$ cat config.mk
export PLATFORM = sky130hd
export DESIGN_NAME = sr_latch_driver_flat
export DESIGN_NICKNAME = d
export VERILOG_FILES = /design/src/rtl/sr_latch_driver_pkg.sv /design/src/rtl/sr_latch_driver_if.sv /design/src/rtl/sr_latch_driver_sync2.sv /design/src/rtl/sr_latch_driver.sv /design/src/flat_wrapper.sv
export SDC_FILE = /design/constraint.sdc
export NUM_CORES = 1
export LEC_CHECK = 0
export BUFFER_PORTS_ARGS = -buffer_cell sky130_fd_sc_hd__buf_2
export CORE_AREA = 3 3 48 50
export DETAILED_ROUTE_END_ITERATION = 7
export DIE_AREA = 0 0 51 53
export GPL_ROUTABILITY_DRIVEN = 1
export MAX_ROUTING_LAYER = met4
export PLACE_DENSITY = 0.7
export SYNTH_ARGS = -nofsm -noshare
export SYNTH_HDL_FRONTEND = slang
export SYNTH_SLANG_ARGS = --single-unit
$ cat constraint.sdc
create_clock -name clk -period 1.69 [get_ports clk]
set_input_delay 0.169 -clock clk [delete_from_list [all_inputs] [get_ports clk]]
set_output_delay 0.169 -clock clk [all_outputs]
set_load 0.01 [all_outputs]
$ cat src/rtl/sr_latch_driver_pkg.sv
// Shared types and constants for the SR latch driver.
package sr_drv_pkg;

  // Number of flops in each readback synchroniser chain.
  localparam int SYNC_STAGES = 2;

  // Sequencer phases, in the order they are visited.
  typedef enum logic [2:0] {
    ST_IDLE   = 3'd0,
    ST_SETUP  = 3'd1,
    ST_PULSE  = 3'd2,
    ST_HOLD   = 3'd3,
    ST_SETTLE = 3'd4,
    ST_CHECK  = 3'd5
  } state_t;

endpackage

$ cat src/rtl/sr_latch_driver_if.sv
// Request/response bus between a controller (master) and the latch driver (slave).
//
// Handshake: a request is accepted on a rising clk edge where req_valid and
// req_ready are both high; req_val is captured on that edge. req_ready is high
// only while the driver is idle, and a request seen while busy is dropped, not
// queued. resp_valid is a one-cycle strobe with no backpressure; resp_ok is
// meaningful only in the cycle resp_valid is high.
interface sr_latch_driver_if;
  logic req_valid;
  logic req_val;
  logic req_ready;
  logic resp_valid;
  logic resp_ok;

  modport master (
    output req_valid,
    output req_val,
    input  req_ready,
    input  resp_valid,
    input  resp_ok
  );

  modport slave (
    input  req_valid,
    input  req_val,
    output req_ready,
    output resp_valid,
    output resp_ok
  );
endinterface

$ cat src/rtl/sr_latch_driver_sync2.sv
// Two-flop synchroniser for one asynchronous latch readback bit.
module sync2
  import sr_drv_pkg::*;
(
  input  logic clk,
  input  logic rst_n,
  input  logic d_i,
  output logic q_o
);

  logic [SYNC_STAGES-1:0] ff_q;

  // Shift the asynchronous input through the flop chain; clear on reset.
  always_ff @(posedge clk) begin
    if (!rst_n) ff_q <= '0;
    else        ff_q <= {ff_q[SYNC_STAGES-2:0], d_i};
  end

  assign q_o = ff_q[SYNC_STAGES-1];

endmodule

$ cat src/rtl/sr_latch_driver.sv
// Sequences setup / enable pulse / hold / settle on a gated SR latch, then
// checks the synchronised readback against the requested value.
module sr_latch_driver
  import sr_drv_pkg::*;
#(
  parameter int SETUP_CYC  = 1,
  parameter int PULSE_CYC  = 2,
  parameter int HOLD_CYC   = 1,
  parameter int SETTLE_CYC = 2,
  parameter int CNT_W      = 8
) (
  input  logic               clk,
  input  logic               rst_n,
  sr_latch_driver_if.slave   bus,
  output logic               lat_e,
  output logic               lat_s,
  output logic               lat_r,
  input  logic               lat_q,
  input  logic               lat_qn,
  output logic               busy,
  output state_t             dbg_state_o
);

  // Each phase counter loads N-1 on entry and leaves the phase at zero.
  localparam logic [CNT_W-1:0] SETUP_LD  = CNT_W'(SETUP_CYC - 1);
  localparam logic [CNT_W-1:0] PULSE_LD  = CNT_W'(PULSE_CYC - 1);
  localparam logic [CNT_W-1:0] HOLD_LD   = CNT_W'(HOLD_CYC - 1);
  localparam logic [CNT_W-1:0] SETTLE_LD = CNT_W'(SYNC_STAGES + SETTLE_CYC - 1);

  state_t             state_q, state_d;
  logic [CNT_W-1:0]   cnt_q, cnt_d;
  logic               tgt_q, tgt_d;
  logic               lat_e_q, lat_s_q, lat_r_q;
  logic               resp_valid_q, resp_ok_q, busy_q, req_ready_q;
  logic               drive_d, resp_valid_d, resp_ok_d;
  logic               q_sync, qn_sync;

  sync2 u_sync_q  (.clk(clk), .rst_n(rst_n), .d_i(lat_q),  .q_o(q_sync));
  sync2 u_sync_qn (.clk(clk), .rst_n(rst_n), .d_i(lat_qn), .q_o(qn_sync));

  // Next-state, phase counter and target capture.
  always_comb begin
    state_d = state_q;
    cnt_d   = cnt_q;
    tgt_d   = tgt_q;
    unique case (state_q)
      ST_IDLE: begin
        if (bus.req_valid && req_ready_q) begin
          state_d = ST_SETUP;
          cnt_d   = SETUP_LD;
          tgt_d   = bus.req_val;
        end
      end
      ST_SETUP: begin
        if (cnt_q == '0) begin state_d = ST_PULSE; cnt_d = PULSE_LD; end
        else cnt_d = cnt_q - 1'b1;
      end
      ST_PULSE: begin
        if (cnt_q == '0) begin state_d = ST_HOLD; cnt_d = HOLD_LD; end
        else cnt_d = cnt_q - 1'b1;
      end
      ST_HOLD: begin
        if (cnt_q == '0) begin state_d = ST_SETTLE; cnt_d = SETTLE_LD; end
        else cnt_d = cnt_q - 1'b1;
      end
      ST_SETTLE: begin
        if (cnt_q == '0) begin state_d = ST_CHECK; cnt_d = '0; end
        else cnt_d = cnt_q - 1'b1;
      end
      ST_CHECK: begin
        state_d = ST_IDLE;
        cnt_d   = '0;
      end
      default: begin
        state_d = ST_IDLE;
        cnt_d   = '0;
      end
    endcase
  end

  // Output decode from the next state so every output comes straight off a flop.
  always_comb begin
    drive_d      = (state_d == ST_SETUP) || (state_d == ST_PULSE) || (state_d == ST_HOLD);
    resp_valid_d = (state_d == ST_CHECK);
    resp_ok_d    = resp_valid_d && (q_sync == tgt_d) && (qn_sync == ~tgt_d);
  end

  // State, counter and registered outputs; reset abandons any sequence with e=0.
  always_ff @(posedge clk) begin
    if (!rst_n) begin
      state_q      <= ST_IDLE;
      cnt_q        <= '0;
      tgt_q        <= 1'b0;
      lat_e_q      <= 1'b0;
      lat_s_q      <= 1'b0;
      lat_r_q      <= 1'b0;
      resp_valid_q <= 1'b0;
      resp_ok_q    <= 1'b0;
      busy_q       <= 1'b0;
      req_ready_q  <= 1'b1;
    end else begin
      state_q      <= state_d;
      cnt_q        <= cnt_d;
      tgt_q        <= tgt_d;
      lat_e_q      <= (state_d == ST_PULSE);
      lat_s_q      <= drive_d && tgt_d;
      lat_r_q      <= drive_d && !tgt_d;
      resp_valid_q <= resp_valid_d;
      resp_ok_q    <= resp_ok_d;
      busy_q       <= (state_d != ST_IDLE);
      req_ready_q  <= (state_d == ST_IDLE);
    end
  end

  assign lat_e          = lat_e_q;
  assign lat_s          = lat_s_q;
  assign lat_r          = lat_r_q;
  assign busy           = busy_q;
  assign bus.req_ready  = req_ready_q;
  assign bus.resp_valid = resp_valid_q;
  assign bus.resp_ok    = resp_ok_q;
  assign dbg_state_o    = state_q;

endmodule

$ cat src/flat_wrapper.sv
// flat-port wrapper written by rule: the top's interface ports become plain ports
module sr_latch_driver_flat import sr_drv_pkg::*;
#(
  parameter int SETUP_CYC  = 1,
  parameter int PULSE_CYC  = 2,
  parameter int HOLD_CYC   = 1,
  parameter int SETTLE_CYC = 2,
  parameter int CNT_W      = 8
)
  (clk, rst_n, lat_e, lat_s, lat_r, lat_q, lat_qn, busy, dbg_state_o, bus_req_valid, bus_req_val, bus_req_ready, bus_resp_valid, bus_resp_ok);
  sr_latch_driver_if bus_i ();
  input  logic clk;
  input  logic rst_n;
  output logic lat_e;
  output logic lat_s;
  output logic lat_r;
  input  logic lat_q;
  input  logic lat_qn;
  output logic busy;
  output state_t dbg_state_o;
  input wire logic [$bits(bus_i.req_valid)-1:0] bus_req_valid;
  input wire logic [$bits(bus_i.req_val)-1:0] bus_req_val;
  output wire logic [$bits(bus_i.req_ready)-1:0] bus_req_ready;
  output wire logic [$bits(bus_i.resp_valid)-1:0] bus_resp_valid;
  output wire logic [$bits(bus_i.resp_ok)-1:0] bus_resp_ok;
  assign bus_i.req_valid = bus_req_valid;
  assign bus_i.req_val = bus_req_val;
  assign bus_req_ready = bus_i.req_ready;
  assign bus_resp_valid = bus_i.resp_valid;
  assign bus_resp_ok = bus_i.resp_ok;
  sr_latch_driver #(.SETUP_CYC(SETUP_CYC), .PULSE_CYC(PULSE_CYC), .HOLD_CYC(HOLD_CYC), .SETTLE_CYC(SETTLE_CYC), .CNT_W(CNT_W)) u_core (.clk(clk), .rst_n(rst_n), .bus(bus_i), .lat_e(lat_e), .lat_s(lat_s), .lat_r(lat_r), .lat_q(lat_q), .lat_qn(lat_qn), .busy(busy), .dbg_state_o(dbg_state_o));
endmodule
==> results.toml <==
[routing]
finalWirelength_um = 1850
first_pass_iters = 4
vias = 812
ant_nets = 0
drt_iter0_drc = 16
vias_per_cell = 5.27
drcViolationCount = 0
wl_per_cell_um = 12.0

[cts]
clk_latency_ns = 0.30
clk_pin_slew_ns = 0.12
cts.sinks = 23
post_cts.repair.setup_buffers = 0
htreeDepth = 1
cts_tree = "built"
clockBufferDepth = 2
hold_buffers = 0
cts_buffers = 3
root_buffer = "clkbuf_4"

[setup_path]
worstPathRequired_ns = 1.90
crit_buf_inv = 0
startpoint_type = "flop"
end_kind = "flop"
path_cells = "nor4_4, nand4_2, o21ai_1, and3b_1"
critPathMaxFanout = 7
max_stage_delay_ns = 0.47
crit_slowest_cell = "nor4_4"
arrival_ns = 1.77
worst-setup-path-type = "reg -> reg"
path_depth = 4
reg2regPathDepth = 4
crit_family = "simple AND/OR/NAND/NOR gates"

[sta]
setup_viol = 0
period_share_pct = 92.5
hold_viol_final = 0
slew_headroom_pct = 71.7
timing.final.max_slew_violations = 0
rsz0062_at_grt = "false"
fmax_mhz = 640
fin_crit_ns = 1.56
finalWorstSetupSlack_ns = 0.127
fin_skew_ns = 0.00401
worst_slew_pin_slew_ns = 0.421
setup_tns_ns = 0

[place]
pre_cts_slack_ns = 0.154
io_buffers = 15
dp_cells = 150
gp_congestion = 0.903
postPlaceCellArea_sq_um = 1120
dp_hpwl_um = 1380

[yosys]
synth_nets = 119
avgSynthCellArea_sq_um = 9.23
netlist_area_sq_um = 1020
synth_cell_types = 39
synth_enable_flop_cells = 0
synth-async-reset-ratio_pct = 0
synth_top_area_share_pct = 44.9
synth-seq-area-share_pct = 44.9
synth_warnings = 0
ys_ff_latch = 23
synth_cells = 111
yosys.area.top_type = "dfxtp_1"
synthTopCellsByArea = "dfxtp_1, nor2_1, and2_1, nand3_1, xor2_1"
synthFlopType = "dfxtp_1"

[global_route]
grt_pass1_vias = 775
overflow = 0
grt_max_degree = 16
antenna_found_initial = 0
grt_pass1_wl_um = 3310
grt_util_all_layers_pct = 16.5

[floorplan]
die_area_sq_um = 2700
start_util_pct = 52.8
io_pins = 16
fp.dieH_um = 53
core_area_sq_um = 1940
die_w_um = 51
placementRows = 16

[cells_and_area]
postLayoutCellArea_sq_um = 1160
final_nets = 136
n_antenna_cell = 0
syn_to_final_growth_pct = 13.2
final_util_pct = 59.7
fin_cells = 154
drive_gt1_share_pct = 22.0

[run_status]
outcome = "finished clean"

[power]
peakVddDrop_mv = 1.20
leakagePower_nw = 0.487
power_density_nw_per_um2 = 2050

[job]
cap_violations = 0

[min_path]
hold_path_depth = 2
hp-class = "in -> reg"
## repair_timing
item / in CTS / in global routing
resized for setup: 0 / 2
setup endpoints to repair: 0 / 5
hold endpoints to repair: 0 / 0
## power by group
part | internal, W | leakage (nW) | total [W] | switching (W)
Combinational | 0.000590 | 0.281 | 0.00125 | 0.000661
Clock | 0.0000883 | 0.0177 | 0.000247 | 0.000159
Sequential | 0.000694 | 0.189 | 0.000876 | 0.000182
Total | 0.00137 | 0.487 | 0.00237 | 0.00100
## synthesized netlist by cell type (all sizes together) (2+ instances only)
cell	n
a21boi	2
a21oi	5
and2	7
and3	4
buf	2
clkbuf	2
dfxtp	23
ha	2
inv	4
nand2	5
nand2b	2
nand3	7
nor2	12
nor3	2
nor4	2
o21a	3
o21ai	6
or3	2
xnor2	2
xor2	4
## worst register-to-register path, delay by kind of cell, from the launching register on
family / cells / cell delay (ns)
AO/OA/AOI/OAI: 1 / 0.20
flip-flops: 1 / 0.38
AND/OR/NAND/NOR: 3 / 0.89
## state kept, by name, indices dropped and copies added, names as in the netlist
name / count
u_core.lat_s: 1
u_core.u_sync_q.ff_q: 2
u_core.bus.req_ready: 1
u_core.busy: 1
u_core.tgt_q: 1
u_core.bus.resp_valid: 1
u_core.bus.resp_ok: 1
u_core.dbg_state_o: 3
u_core.lat_r: 1
u_core.cnt_q: 8
u_core.u_sync_qn.ff_q: 2
u_core.lat_e: 1
## stage by stage
step | hold WS, ns | power [W]
2_1_floorplan | 0.296 | 0.00185
3_3_place_gp | 0.375 | 0.00211
3_5_place_dp | 0.381 | 0.00212
4_1_cts | 0.0569 | 0.00237
5_1_grt | 0.0591 | 0.00259
6_report | 0.0616 | 0.00237
## cells in the final DEF (no fill, tap or decap), types with 2 or more instances in the layout
master	n
a21oi_1	5
and2_1	7
and3_1	3
buf_2	15
clkbuf_4	3
dfxtp_1	22
ha_1	2
inv_1	3
nand2_1	5
nand2b_1	2
nand3_1	7
nor2_1	12
nor3_1	2
o21a_1	3
o21ai_0	3
o21ai_1	2
or3_1	2
xnor2_1	2
xor2_1	4
## area by class of cell
type	instances	area, sq um
clock inverter	1	5.00
timing repair buffer	16	82.6
fill	182	782
multi-input combinational	80	539
inverter	4	15.0
sequential	23	462
clock buffer	3	22.5
tap	27	33.8
## logic make-up (layout without fill, tap and decap cells)
logic type	after synthesis	in the layout	synth area share, %
AO/OA/AOI/OAI	23	23	16.1
XOR/XNOR	6	6	5.13
adder cells (fa/ha/maj)	2	2	2.44
buffers and inverters	8	24	3.17
flip-flops	23	23	44.9
AND/OR/NAND/NOR	49	49	28.2
## path summary, 6_finish.rpt
check	slack [ns]	startpoint	endpoint
setup / recovery	0.13	u_core.cnt_q[2]	u_core.lat_r
hold / removal	0.06	lat_qn	u_core.u_sync_qn.ff_q[0]
setup reg to reg	0.13	u_core.cnt_q[2]	u_core.lat_r
hold reg to reg	0.44	u_core.u_sync_q.ff_q[0]	u_core.u_sync_q.ff_q[1]
## routing by layer
metal | global-route usage (%) | wire length [um] | up-vias | part of all wire (%)
li1 | - | - | 426 | -
met1 | 20.7 | 918 | 366 | 50
met2 | 27.3 | 829 | 18 | 45
met3 | 2.54 | 78 | 2 | 4.2
met4 | 5.38 | 19 | 0 | 1.0
met5 | - | 0 | - | 0
(Power assumes the default switching activity.)
